## src/rtl/imem_boot_loader_if.sv

```systemverilog
// Stream input and instruction-memory write bus of the boot loader.
// Latency: n/a (signal bundle only).
// Backpressure: in_ready on the stream side; the write side has no backpressure.
interface imem_boot_loader_if #(
  parameter int ADDR_W = 8
);
  logic [7:0]        in_data;
  logic              in_valid;
  logic              in_ready;
  logic              im_we;
  logic [ADDR_W-1:0] im_addr;
  logic [31:0]       im_wdata;

  // Stream producer / instruction-memory side
  modport master (
    output in_data, in_valid,
    input  in_ready, im_we, im_addr, im_wdata
  );

  // Loader side
  modport slave (
    input  in_data, in_valid,
    output in_ready, im_we, im_addr, im_wdata
  );
endinterface

```

## src/rtl/imem_boot_loader.sv

```systemverilog
// Loads a length-prefixed little-endian byte image into instruction memory; holds the CPU in reset until done.
// Latency: one im_we per 4 data bytes, one cycle after the 4th byte; cpu_rstn rises one cycle after the last write.
// Backpressure: in_ready low during the write cycle and in DONE/ERR; timeout aborts to ERR on a stalled stream.
module imem_boot_loader #(
  parameter int ADDR_W  = 8,
  parameter int TIMEOUT = 1_000_000
) (
  input  logic              clk,
  input  logic              rstn,
  imem_boot_loader_if.slave bus,
  input  logic              reload,
  output logic              cpu_rstn,
  output logic              done,
  output logic              err,
  output logic [ADDR_W:0]   words_loaded
);

  typedef enum logic [2:0] {LEN0, LEN1, DATA, WR, DONE, ERR} state_t;

  // Idle counter only needs to reach TIMEOUT-1; the next idle cycle trips the abort.
  localparam int                IDLE_W    = (TIMEOUT > 1) ? $clog2(TIMEOUT + 1) : 1;
  localparam logic [IDLE_W-1:0] IDLE_LAST = IDLE_W'((TIMEOUT > 0) ? (TIMEOUT - 1) : 0);
  localparam logic [16:0]       CAPACITY  = 17'(1) << ADDR_W;

  state_t            state;
  logic [15:0]       n;
  logic [1:0]        byte_idx;
  logic [23:0]       word_lo;
  logic [IDLE_W-1:0] idle;

  logic              accept;
  logic              timeout_hit;
  logic [15:0]       len_full;
  logic [ADDR_W:0]   wl_next;
  logic              last_word;

  // Ready is a pure decode of the registered state, so it is high straight out of reset.
  assign bus.in_ready = (state == LEN0) || (state == LEN1) || (state == DATA);
  assign accept       = bus.in_valid && bus.in_ready;
  assign len_full     = {bus.in_data, n[7:0]};
  assign wl_next      = words_loaded + (ADDR_W + 1)'(1);
  assign last_word    = (32'(wl_next) == 32'(n));
  // LEN0 is excluded: the loader may wait forever for the first byte.
  assign timeout_hit  = (TIMEOUT != 0) && !accept && (idle == IDLE_LAST) &&
                        ((state == LEN1) || (state == DATA));

  // Loader FSM with all outputs registered.
  always_ff @(posedge clk or negedge rstn) begin
    if (!rstn) begin
      state        <= LEN0;
      n            <= '0;
      byte_idx     <= '0;
      word_lo      <= '0;
      idle         <= '0;
      bus.im_we    <= 1'b0;
      bus.im_addr  <= '0;
      bus.im_wdata <= '0;
      cpu_rstn     <= 1'b0;
      done         <= 1'b0;
      err          <= 1'b0;
      words_loaded <= '0;
    end else begin
      bus.im_we <= 1'b0;
      case (state)
        LEN0: begin
          idle <= '0;
          if (accept) begin
            n[7:0] <= bus.in_data;
            state  <= LEN1;
          end
        end

        LEN1: begin
          if (accept) begin
            idle    <= '0;
            n[15:8] <= bus.in_data;
            if (len_full == 16'd0) begin
              state    <= DONE;
              done     <= 1'b1;
              cpu_rstn <= 1'b1;
            end else if ({1'b0, len_full} > CAPACITY) begin
              state <= ERR;
              err   <= 1'b1;
            end else begin
              state <= DATA;
            end
          end else if (timeout_hit) begin
            state <= ERR;
            err   <= 1'b1;
          end else if (TIMEOUT != 0) begin
            idle <= idle + IDLE_W'(1);
          end
        end

        DATA: begin
          if (accept) begin
            idle     <= '0;
            byte_idx <= byte_idx + 2'd1;
            case (byte_idx)
              2'd0: word_lo[7:0]   <= bus.in_data;
              2'd1: word_lo[15:8]  <= bus.in_data;
              2'd2: word_lo[23:16] <= bus.in_data;
              default: begin
                // 4th byte completes the word; issue the write next cycle.
                bus.im_we    <= 1'b1;
                bus.im_addr  <= words_loaded[ADDR_W-1:0];
                bus.im_wdata <= {bus.in_data, word_lo};
                state        <= WR;
              end
            endcase
          end else if (timeout_hit) begin
            state <= ERR;
            err   <= 1'b1;
          end else if (TIMEOUT != 0) begin
            idle <= idle + IDLE_W'(1);
          end
        end

        WR: begin
          words_loaded <= wl_next;
          if (last_word) begin
            state    <= DONE;
            done     <= 1'b1;
            cpu_rstn <= 1'b1;
          end else begin
            state <= DATA;
          end
        end

        DONE, ERR: begin
          if (reload) begin
            state        <= LEN0;
            done         <= 1'b0;
            err          <= 1'b0;
            cpu_rstn     <= 1'b0;
            words_loaded <= '0;
            byte_idx     <= '0;
            idle         <= '0;
          end
        end

        default: state <= LEN0;
      endcase
    end
  end

endmodule

```

## src/flat_wrapper.sv

```systemverilog
// flat-port wrapper written by rule: the top's interface ports become plain ports
module imem_boot_loader_flat 
#(
  parameter int ADDR_W  = 8,
  parameter int TIMEOUT = 1_000_000
)
  (clk, rstn, reload, cpu_rstn, done, err, words_loaded, bus_in_data, bus_in_valid, bus_in_ready, bus_im_we, bus_im_addr, bus_im_wdata);
  imem_boot_loader_if #(.ADDR_W(ADDR_W)) bus_i ();
  input  logic clk;
  input  logic rstn;
  input  logic reload;
  output logic cpu_rstn;
  output logic done;
  output logic err;
  output logic [ADDR_W:0] words_loaded;
  input wire logic [$bits(bus_i.in_data)-1:0] bus_in_data;
  input wire logic [$bits(bus_i.in_valid)-1:0] bus_in_valid;
  output wire logic [$bits(bus_i.in_ready)-1:0] bus_in_ready;
  output wire logic [$bits(bus_i.im_we)-1:0] bus_im_we;
  output wire logic [$bits(bus_i.im_addr)-1:0] bus_im_addr;
  output wire logic [$bits(bus_i.im_wdata)-1:0] bus_im_wdata;
  assign bus_i.in_data = bus_in_data;
  assign bus_i.in_valid = bus_in_valid;
  assign bus_in_ready = bus_i.in_ready;
  assign bus_im_we = bus_i.im_we;
  assign bus_im_addr = bus_i.im_addr;
  assign bus_im_wdata = bus_i.im_wdata;
  imem_boot_loader #(.ADDR_W(ADDR_W), .TIMEOUT(TIMEOUT)) u_core (.clk(clk), .rstn(rstn), .bus(bus_i), .reload(reload), .cpu_rstn(cpu_rstn), .done(done), .err(err), .words_loaded(words_loaded));
endmodule
```

## config.mk

```make
export PLATFORM = sky130hd
export DESIGN_NAME = imem_boot_loader_flat
export DESIGN_NICKNAME = d
export VERILOG_FILES = /design/src/rtl/imem_boot_loader_if.sv /design/src/rtl/imem_boot_loader.sv /design/src/flat_wrapper.sv
export SDC_FILE = /design/constraint.sdc
export NUM_CORES = 1
export LEC_CHECK = 0
export CAP_MARGIN = 5
export CORE_MARGIN = 10
export CORE_UTILIZATION = 25
export CTS_CLUSTER_DIAMETER = 30
export CTS_CLUSTER_SIZE = 20
export DETAILED_ROUTE_END_ITERATION = 6
export GPL_TIMING_DRIVEN = 0
export PLACE_DENSITY = 0.5
export SLEW_MARGIN = 20
export SYNTH_ARGS = -nofsm -noshare
export SYNTH_HDL_FRONTEND = slang
export SYNTH_SLANG_ARGS = --single-unit
```

## constraint.sdc

```tcl
create_clock -name clk -period 3.1 [get_ports clk]
set_clock_uncertainty 0.15 [all_clocks]
set_input_delay 0.62 -clock clk [delete_from_list [all_inputs] [get_ports clk]]
set_output_delay 0.62 -clock clk [all_outputs]
set_load 0.03 [all_outputs]
```

==> results of run 1 <==
-- cell type report --
class	instances	share of cell area [%]
Multi-Input combinational cell	296	32.7
Clock inverter	9	1.47
Timing Repair Buffer	66	9.82
Inverter	12	0.651
Sequential cell	117	42.3
Buffer	20	1.14
Clock buffer	23	6.91
Tap cell	275	4.98
-- power by group through the flow --
stage	registers (W)	clock network [W]	logic [W]
floorplan	0.00179	0	0.000509
global placement	0.00180	0	0.000701
detailed placement	0.00181	0	0.000721
CTS	0.00178	0.00196	0.000727
global route	0.00181	0.00204	0.000807
finish	0.00178	0.00191	0.000716
-- logic make-up (layout without fill, tap and decap cells) --
| family | Yosys count | after routing | synth area share (%) |
|---|---|---|---|
| XOR/XNOR | 20 | 20 | 3.58 |
| buffers and inverters | 32 | 130 | 2.33 |
| adder cells (fa/ha/maj) | 6 | 6 | 1.41 |
| multiplexers | 82 | 82 | 17.4 |
| flip-flops | 117 | 117 | 55.1 |
| AND/OR/NAND/NOR | 119 | 119 | 11.8 |
| AO/OA/AOI/OAI | 69 | 69 | 8.31 |
-- cell usage after synthesis, types with 2 or more instances --
master	n
sky130_fd_sc_hd__dfrtp_1	117
sky130_fd_sc_hd__nand2b_1	2
sky130_fd_sc_hd__nand4_1	9
sky130_fd_sc_hd__buf_1	3
sky130_fd_sc_hd__o31a_1	2
sky130_fd_sc_hd__xor2_1	6
sky130_fd_sc_hd__nor3_1	8
sky130_fd_sc_hd__mux2_2	76
sky130_fd_sc_hd__nor4_1	5
sky130_fd_sc_hd__o21ai_1	8
sky130_fd_sc_hd__a22o_1	2
sky130_fd_sc_hd__mux2_1	4
sky130_fd_sc_hd__nand2_1	26
sky130_fd_sc_hd__o22ai_1	3
sky130_fd_sc_hd__o31ai_1	4
sky130_fd_sc_hd__and3_1	6
sky130_fd_sc_hd__inv_1	12
sky130_fd_sc_hd__nand3_1	7
sky130_fd_sc_hd__or3_1	4
sky130_fd_sc_hd__and2_1	7
sky130_fd_sc_hd__a31oi_1	4
sky130_fd_sc_hd__ha_1	6
sky130_fd_sc_hd__a211oi_1	3
sky130_fd_sc_hd__nor2b_1	2
sky130_fd_sc_hd__or4_1	4
sky130_fd_sc_hd__clkbuf_1	16
sky130_fd_sc_hd__or2_2	2
sky130_fd_sc_hd__a21oi_1	10
sky130_fd_sc_hd__o21ai_0	22
sky130_fd_sc_hd__xnor2_1	13
sky130_fd_sc_hd__nor2_1	26
-- per-layer routing --
layer / track usage, % / vias to the layer above / wire length (microns) / part of all wire (%)
met3: 4.05 / 9 / 864 / 6.5
met5: 0 / - / 0 / 0
met4: 3.62 / 0 / 147 / 1.1
met2: 15.0 / 74 / 5980 / 45
li1: - / 1779 / - / -
met1: 12.2 / 1879 / 6210 / 47
-- registers in the layout (all words and copies together) (netlist names) --
signal and count:
u_core.bus.im_addr 8, u_core.word_lo 24, u_core.state 3, u_core.err 1
u_core.cpu_rstn 1, u_core.words_loaded 9, u_core.bus.im_we 1, u_core.byte_idx 2
u_core.bus.im_wdata 32, u_core.n 16, u_core.idle 20
-- through the flow --
| step | TNS (ps) | hold WS, ps | std cells | util, % | power [W] |
|---|---|---|---|---|---|
| final | 0 | 346 | 818 | 33.0 | 0.00441 |
| after global routing | 0 | 364 | 818 | 33.0 | 0.00465 |
| after CTS | 0 | 349 | 818 | 33.0 | 0.00448 |
| after detailed placement | -622 | 330 | 785 | 30.2 | 0.00253 |
| after global placement | -393970 | 321 | 784 | 30.1 | 0.00250 |
| after floorplan | 0 | 174 | 445 | - | 0.00230 |
-- critical path, delay by kind of cell, from the launching register on --
| kind | cells | cell delay [ps] |
|---|---|---|
| AOI/OAI and AO/OA | 1 | 380 |
| buffers and inverters | 2 | 970 |
| DFF | 1 | 350 |
-- timing repair --
| action | in CTS | in global routing |
|---|---|---|
| endpoints found under the hold margin | 41 | 0 |
| hold buffers | 1 | 0 |
| setup buffers | 0 | 0 |
-- worst paths after layout --
kind / endpoint / slack, ps
max in group asynchronous: u_core.bus.im_wdata[9] / 1550
setup / recovery: bus_in_ready / 210
hold reg to reg: u_core.bus.im_wdata[27] / 350
setup reg to reg: u_core.idle[0] / 480
min in group asynchronous: u_core.bus.im_addr[3] / 540
hold / removal: u_core.bus.im_wdata[27] / 350
==> run_results.csv, run 1 <==
group,metric,value,unit
run_status,outcome,"finished clean",
die,floorplan_die_area,27500,sq um
logic_synthesis,number_of_enable_flip_flop_cells_after_synthesis,0,
worst_setup_path,number_of_cells_on_the_worst_reg_to_reg_path,4,
logic_synthesis,synth.net_count,463,
cts,clkSlewWorstSetupHoldPaths,50,ps
cts,clk-insertion-delay-late,420,ps
sta,rsz0062_at_grt,"no",
global_route,via_count_of_the_first_global_routing_pass,3905,
die,die_h,166,microns
sta,period_utilization,93.3,%
logic_synthesis,ys_top_cells_by_area,"sky130_fd_sc_hd__dfrtp_1 (55%), sky130_fd_sc_hd__mux2_2 (16%), sky130_fd_sc_hd__xnor2_1 (2.1%), sky130_fd_sc_hd__o21ai_0 (2.1%), sky130_fd_sc_hd__nand2_1 (1.8%)",
logic_synthesis,synth-seq-cells,117,
worst_setup_path,path_max_fanout,10,
sta,final_setup_violations,0,
detailed_routing,number_of_vias_per_cell_after_detailed_routing,4.57,
die,design.portCount,66,
global_route,gr-usage-all-layers,9.82,%
detailed_routing,drtIter0Drc,135,
final_layout,count_of_inserted_antenna_diode_cells,0,
worst_setup_path,timing.rr.start,"u_core.idle[6]",
detailed_routing,vias,3741,
run,max-cap-violations,0,
sta,max_freq,346,MHz
logic_synthesis,synth_async_sr_flop_share,100,%
logic_synthesis,synth_top_cell_by_area,"sky130_fd_sc_hd__dfrtp_1",
global_route,globalRoute.totalOverflow,0,
detailed_routing,drt_pre_antenna_iters,6,
power_and_ir_drop,power.clock.fraction,43.3,%
worst_hold_path,whs_path_depth,1,
detailed_routing,wl,13200,microns
cts,numCtsBuffers,17,
final_layout,postLayoutCellArea,6920,sq um
logic_synthesis,post-synth-top-area-fraction,55.1,%
worst_setup_path,required,2330,ps
power_and_ir_drop,power.density,638,nW/um^2
cts,clock_sink_count,117,
power_and_ir_drop,share_comb_of_total_power,16.2,%
final_layout,drive_gt1_share,21.7,%
place,post_placement_cell_area,6330,sq um
logic_synthesis,syn_area,5310,sq um
detailed_routing,wl_per_cell,16.1,microns
final_layout,multi_input_area,2260,sq um
worst_setup_path,max_stage_delay,750,ps
cts,clockBufferDepth,2,
die,start_util,25.4,%
final_layout,area_delta_synth_final,30.2,%
final_layout,fill_cells,2124,
logic_synthesis,synth_cell_types,57,
cts,cts_tree,"built",
place,pre_cts_slack,-129,ps
worst_setup_path,cp.arrival,2120,ps
worst_hold_path,hold_path_class,"flip-flop to flip-flop",
power_and_ir_drop,p_sw_share,26.7,%
worst_setup_path,critical_path.startpoint,"u_core.state[1]",
place,gp_routability_congestion,0.818,
logic_synthesis,ys.flop_type,"sky130_fd_sc_hd__dfrtp_1",
final_layout,layout.area.seq,2930,sq um
global_route,largest_net_degree_at_the_start_of_global_routing,77,
worst_setup_path,end_kind,"primary output",
cts,cts_root_buf,"sky130_fd_sc_hd__clkbuf_16",
worst_setup_path,critPathSlowestCell,"sky130_fd_sc_hd__clkdlybuf4s50_1",
final_layout,mostFrequentLayoutCells,"sky130_fd_sc_hd__dfrtp_1 (117), sky130_fd_sc_hd__mux2_2 (76), sky130_fd_sc_hd__clkdlybuf4s50_1 (63), sky130_fd_sc_hd__nor2_1 (26), sky130_fd_sc_hd__nand2_1 (26)",
detailed_routing,drtAntennaViolNets,0,
power_and_ir_drop,intPower,0.00324,W
worst_setup_path,worstSetupPathType,"flip-flop to primary output",
logic_synthesis,synth_cells,445,
final_layout,layout_commonest_cell,"sky130_fd_sc_hd__dfrtp_1",
place,numPortBuffers,64,
place,dp.final_hpwl,9370,microns
cts,cts_resized,0,
detailed_routing,drc,0,
power_and_ir_drop,total_leakage_power,3.03,nW
worst_setup_path,crit_chain,"clkbuf_1, a21oi_1, clkdlybuf4s50_1",
logic_synthesis,syn_avg_cell_area,11.9,sq um
die,num_rows,53,
cts,htree_levels,4,
sta,final_worst_path_period_need,2890,ps
power_and_ir_drop,vdd_ir_drop_max,0.398,mV
power_and_ir_drop,power_frac_seq,40.4,%
power_and_ir_drop,switching_power,0.00118,W
worst_hold_path,worst_hold_launch,"u_core.bus.im_wdata[27]",
logic_synthesis,synthesis.yosys.warnings,0,
final_layout,net_count_reported_at_finish,548,
global_route,initial_antenna_violation_count,0,
die,design.core.area,21000,sq um
sta,maxSlewViolCount,0,
sta,fin_ws,208,ps
sta,maxSlewHeadroom,28.3,%
global_route,grt_first_pass_wirelength,21800,microns
die,die_width,166,microns
logic_synthesis,yosysSeqAreaShare,55.1,%
worst_setup_path,critPathLaunchType,"flip-flop",
sta,timing_worst_slew_pin_value,1070,ps
sta,final-hold-violation-count,0,
Power figures use the tool's default switching activity.
==> run 2, diff against run 1 <==
--- a/config.mk
+++ b/config.mk
@@ -11,9 +11,9 @@
 export CTS_CLUSTER_DIAMETER = 30
 export CTS_CLUSTER_SIZE = 20
 export DETAILED_ROUTE_END_ITERATION = 6
-export GPL_TIMING_DRIVEN = 0
 export PLACE_DENSITY = 0.5
 export SLEW_MARGIN = 20
 export SYNTH_ARGS = -nofsm -noshare
 export SYNTH_HDL_FRONTEND = slang
 export SYNTH_SLANG_ARGS = --single-unit
+export TNS_END_PERCENT = 1
==> run 2 against run 1 <==
  * Worst hold slack lost 12 ps
  * First-iteration DRC count is 9.6% higher
  * Count of clock-buffer cells in the layout rose by 1
  * Sequential share of layout area is 0.65 points lower
  * Register-to-register slack about the same
==> run_results.csv, run 2 (synthesized netlist as in run 1, its figures left out) <==
group,metric,value,unit
detailed_routing,wl_per_cell,16.7,microns
global_route,via_count_of_the_first_global_routing_pass,3936,
place,pre_cts_slack,186,ps
final_layout,drive_gt1_share,24.5,%
sta,finalSetupTns,0,ps
run_status,outcome,"finished clean",
detailed_routing,number_of_vias_per_cell_after_detailed_routing,4.60,
sta,final_setup_violations,0,
global_route,initial_antenna_violation_count,0,
worst_hold_path,whs_path_depth,1,
detailed_routing,drc,0,
worst_setup_path,path_max_fanout,10,
power_and_ir_drop,power.density,669,nW/um^2
die,die_width,166,microns
sta,period_utilization,90.7,%
sta,rsz0062_at_grt,"no",
sta,maxSlewViolCount,0,
detailed_routing,drtAntennaViolNets,0,
final_layout,mostFrequentLayoutCells,"sky130_fd_sc_hd__dfrtp_1 (117), sky130_fd_sc_hd__mux2_2 (76), sky130_fd_sc_hd__clkdlybuf4s50_1 (64), sky130_fd_sc_hd__nor2_1 (26), sky130_fd_sc_hd__nand2_1 (25)",
place,gp_routability_congestion,0.827,
global_route,largest_net_degree_at_the_start_of_global_routing,63,
cts,htree_levels,4,
sta,hold_ws,334,ps
cts,numCtsBuffers,17,
sta,max_freq,356,MHz
detailed_routing,wl,13600,microns
cts,clk-insertion-delay-late,420,ps
global_route,grt_first_pass_wirelength,22000,microns
final_layout,max_flop_register,"u_core.bus.im_wdata",
worst_setup_path,number_of_cells_on_the_worst_reg_to_reg_path,4,
worst_hold_path,hold_path_class,"flip-flop to flip-flop",
detailed_routing,drtIter0Drc,148,
worst_setup_path,path_buf_inv,1,
die,design.portCount,66,
worst_setup_path,delay_heaviest_family_cp,"buffers and inverters",
sta,fin_ws,289,ps
run,max-cap-violations,0,
final_layout,area_delta_synth_final,32.2,%
final_layout,biggestRegsByFlops,"u_core.bus.im_wdata: 32 flops, u_core.word_lo: 24 flops, u_core.idle: 20 flops",
worst_setup_path,max_stage_delay,750,ps
detailed_routing,drt_pre_antenna_iters,5,
worst_setup_path,cp.arrival,2040,ps
final_layout,net_count_reported_at_finish,544,
power_and_ir_drop,vdd_ir_drop_max,0.420,mV
detailed_routing,vias,3742,
sta,maxSlewHeadroom,51.2,%
sta,final-hold-violation-count,0,
worst_hold_path,worst_hold_launch,"u_core.word_lo[0]",
power_and_ir_drop,total_leakage_power,3.10,nW
final_layout,final_core_utilization,33.5,%
worst_setup_path,timing.reg2reg.setup_slack,480,ps
worst_setup_path,critical_path.reg2reg.endpoint,"u_core.idle[0]",
cts,cts_root_buf,"sky130_fd_sc_hd__clkbuf_16",
sta,final_worst_path_period_need,2810,ps
place,dp.final_hpwl,9510,microns
die,start_util,25.4,%
cts,clock_sink_count,117,
die,floorplan_die_area,27500,sq um
die,die_h,166,microns
cts,clockBufferDepth,2,
global_route,globalRoute.totalOverflow,0,
worst_setup_path,end_kind,"primary output",
worst_setup_path,worstSetupPathType,"flip-flop to primary output",
worst_setup_path,critPathSlowestCell,"sky130_fd_sc_hd__clkdlybuf4s50_1",
cts,cts_tree,"built",
die,design.core.area,21000,sq um
cts,clkSlewWorstSetupHoldPaths,50,ps
die,num_rows,53,
worst_setup_path,crit_chain,"a21oi_1, clkdlybuf4s50_1",
power_and_ir_drop,final_power,0.00470,W
global_route,gr-usage-all-layers,9.91,%
worst_setup_path,critPathLaunchType,"flip-flop",
final_layout,largest_register_ff_count,32,
worst_setup_path,required,2330,ps
final_layout,layout_commonest_cell,"sky130_fd_sc_hd__dfrtp_1",
final_layout,count_of_inserted_antenna_diode_cells,0,
cts,cts_resized,0,
place,numPortBuffers,65,
worst_hold_path,timing.hold.worst_endpoint,"u_core.bus.im_wdata[0]",
worst_setup_path,timing.rr.start,"u_core.idle[8]",
sta,timing_worst_slew_pin_value,732,ps
-- run 2: changes by cell type in the layout (fill, tap and decap cells not counted), moves of 3 or more --
| cell | delta |
|---|---|
| sky130_fd_sc_hd__buf_4 | +15 |
| sky130_fd_sc_hd__clkbuf_1 | -15 |
| sky130_fd_sc_hd__clkinv_2 | -4 |
| sky130_fd_sc_hd__buf_1 | -3 |
| sky130_fd_sc_hd__bufinv_16 | +3 |
-- run 2: cell type report --
| class | count | area, sq um |
|---|---|---|
| timing repair buffer | 82 | 791 |
| multi-input combinational | 296 | 2260 |
| sequential | 117 | 2930 |
| inverter | 12 | 45.0 |
| clock buffer | 24 | 482 |
| clock inverter | 8 | 170 |
| fill | 2121 | 13900 |
| tap | 275 | 344 |
-- run 2: repair_timing --
item / CTS / global route
buffers inserted: 0 / 0
hold buffers: 1 / 0
setup endpoints to repair: 0 / 0
hold endpoints to repair: 20 / 0
-- run 2: worst reg2reg max path: cells and delay by family (launching register included) --
family          cells  cell delay (ps)
flops               1              430
simple gates        2             1130
compound gates      1              460
mux                 1              340
-- run 2: per-stage QoR --
step / instance area [sq um] / std cells
global placement: 6360 / 781
CTS: 7020 / 814
floorplan: 5310 / 445
detailed placement: 6360 / 781
finish: 7020 / 814
global route: 7020 / 814
-- run 2: routing by layer --
metal / routed length (microns) / global-route usage [%] / up-vias
met5: 0 / 0 / -
met4: 262 / 4.43 / 0
met3: 684 / 3.41 / 17
met2: 6060 / 14.8 / 86
met1: 6570 / 12.6 / 1869
li1: - / - / 1770
-- run 2: worst max-delay path by stage --
stage / from / end / slack, ps / cells after the start
floorplan: u_core.state[1] / u_core.idle[9] / 640 / 7
global placement: bus_in_data[2] / u_core.state[2] / 150 / 7
detailed placement: bus_in_data[2] / u_core.state[2] / 190 / 7
CTS: u_core.state[2] / bus_in_ready / 250 / 2
global route: u_core.state[1] / bus_in_ready / 180 / 2
finish: u_core.state[1] / bus_in_ready / 290 / 2
-- run 2: power by group --
part | leakage (nW) | total, W | internal [W] | switching, W
combinational | 1.20 | 0.000698 | 0.000335 | 0.000363
clock | 0.311 | 0.00218 | 0.00149 | 0.000695
sequential | 1.59 | 0.00182 | 0.00167 | 0.000143
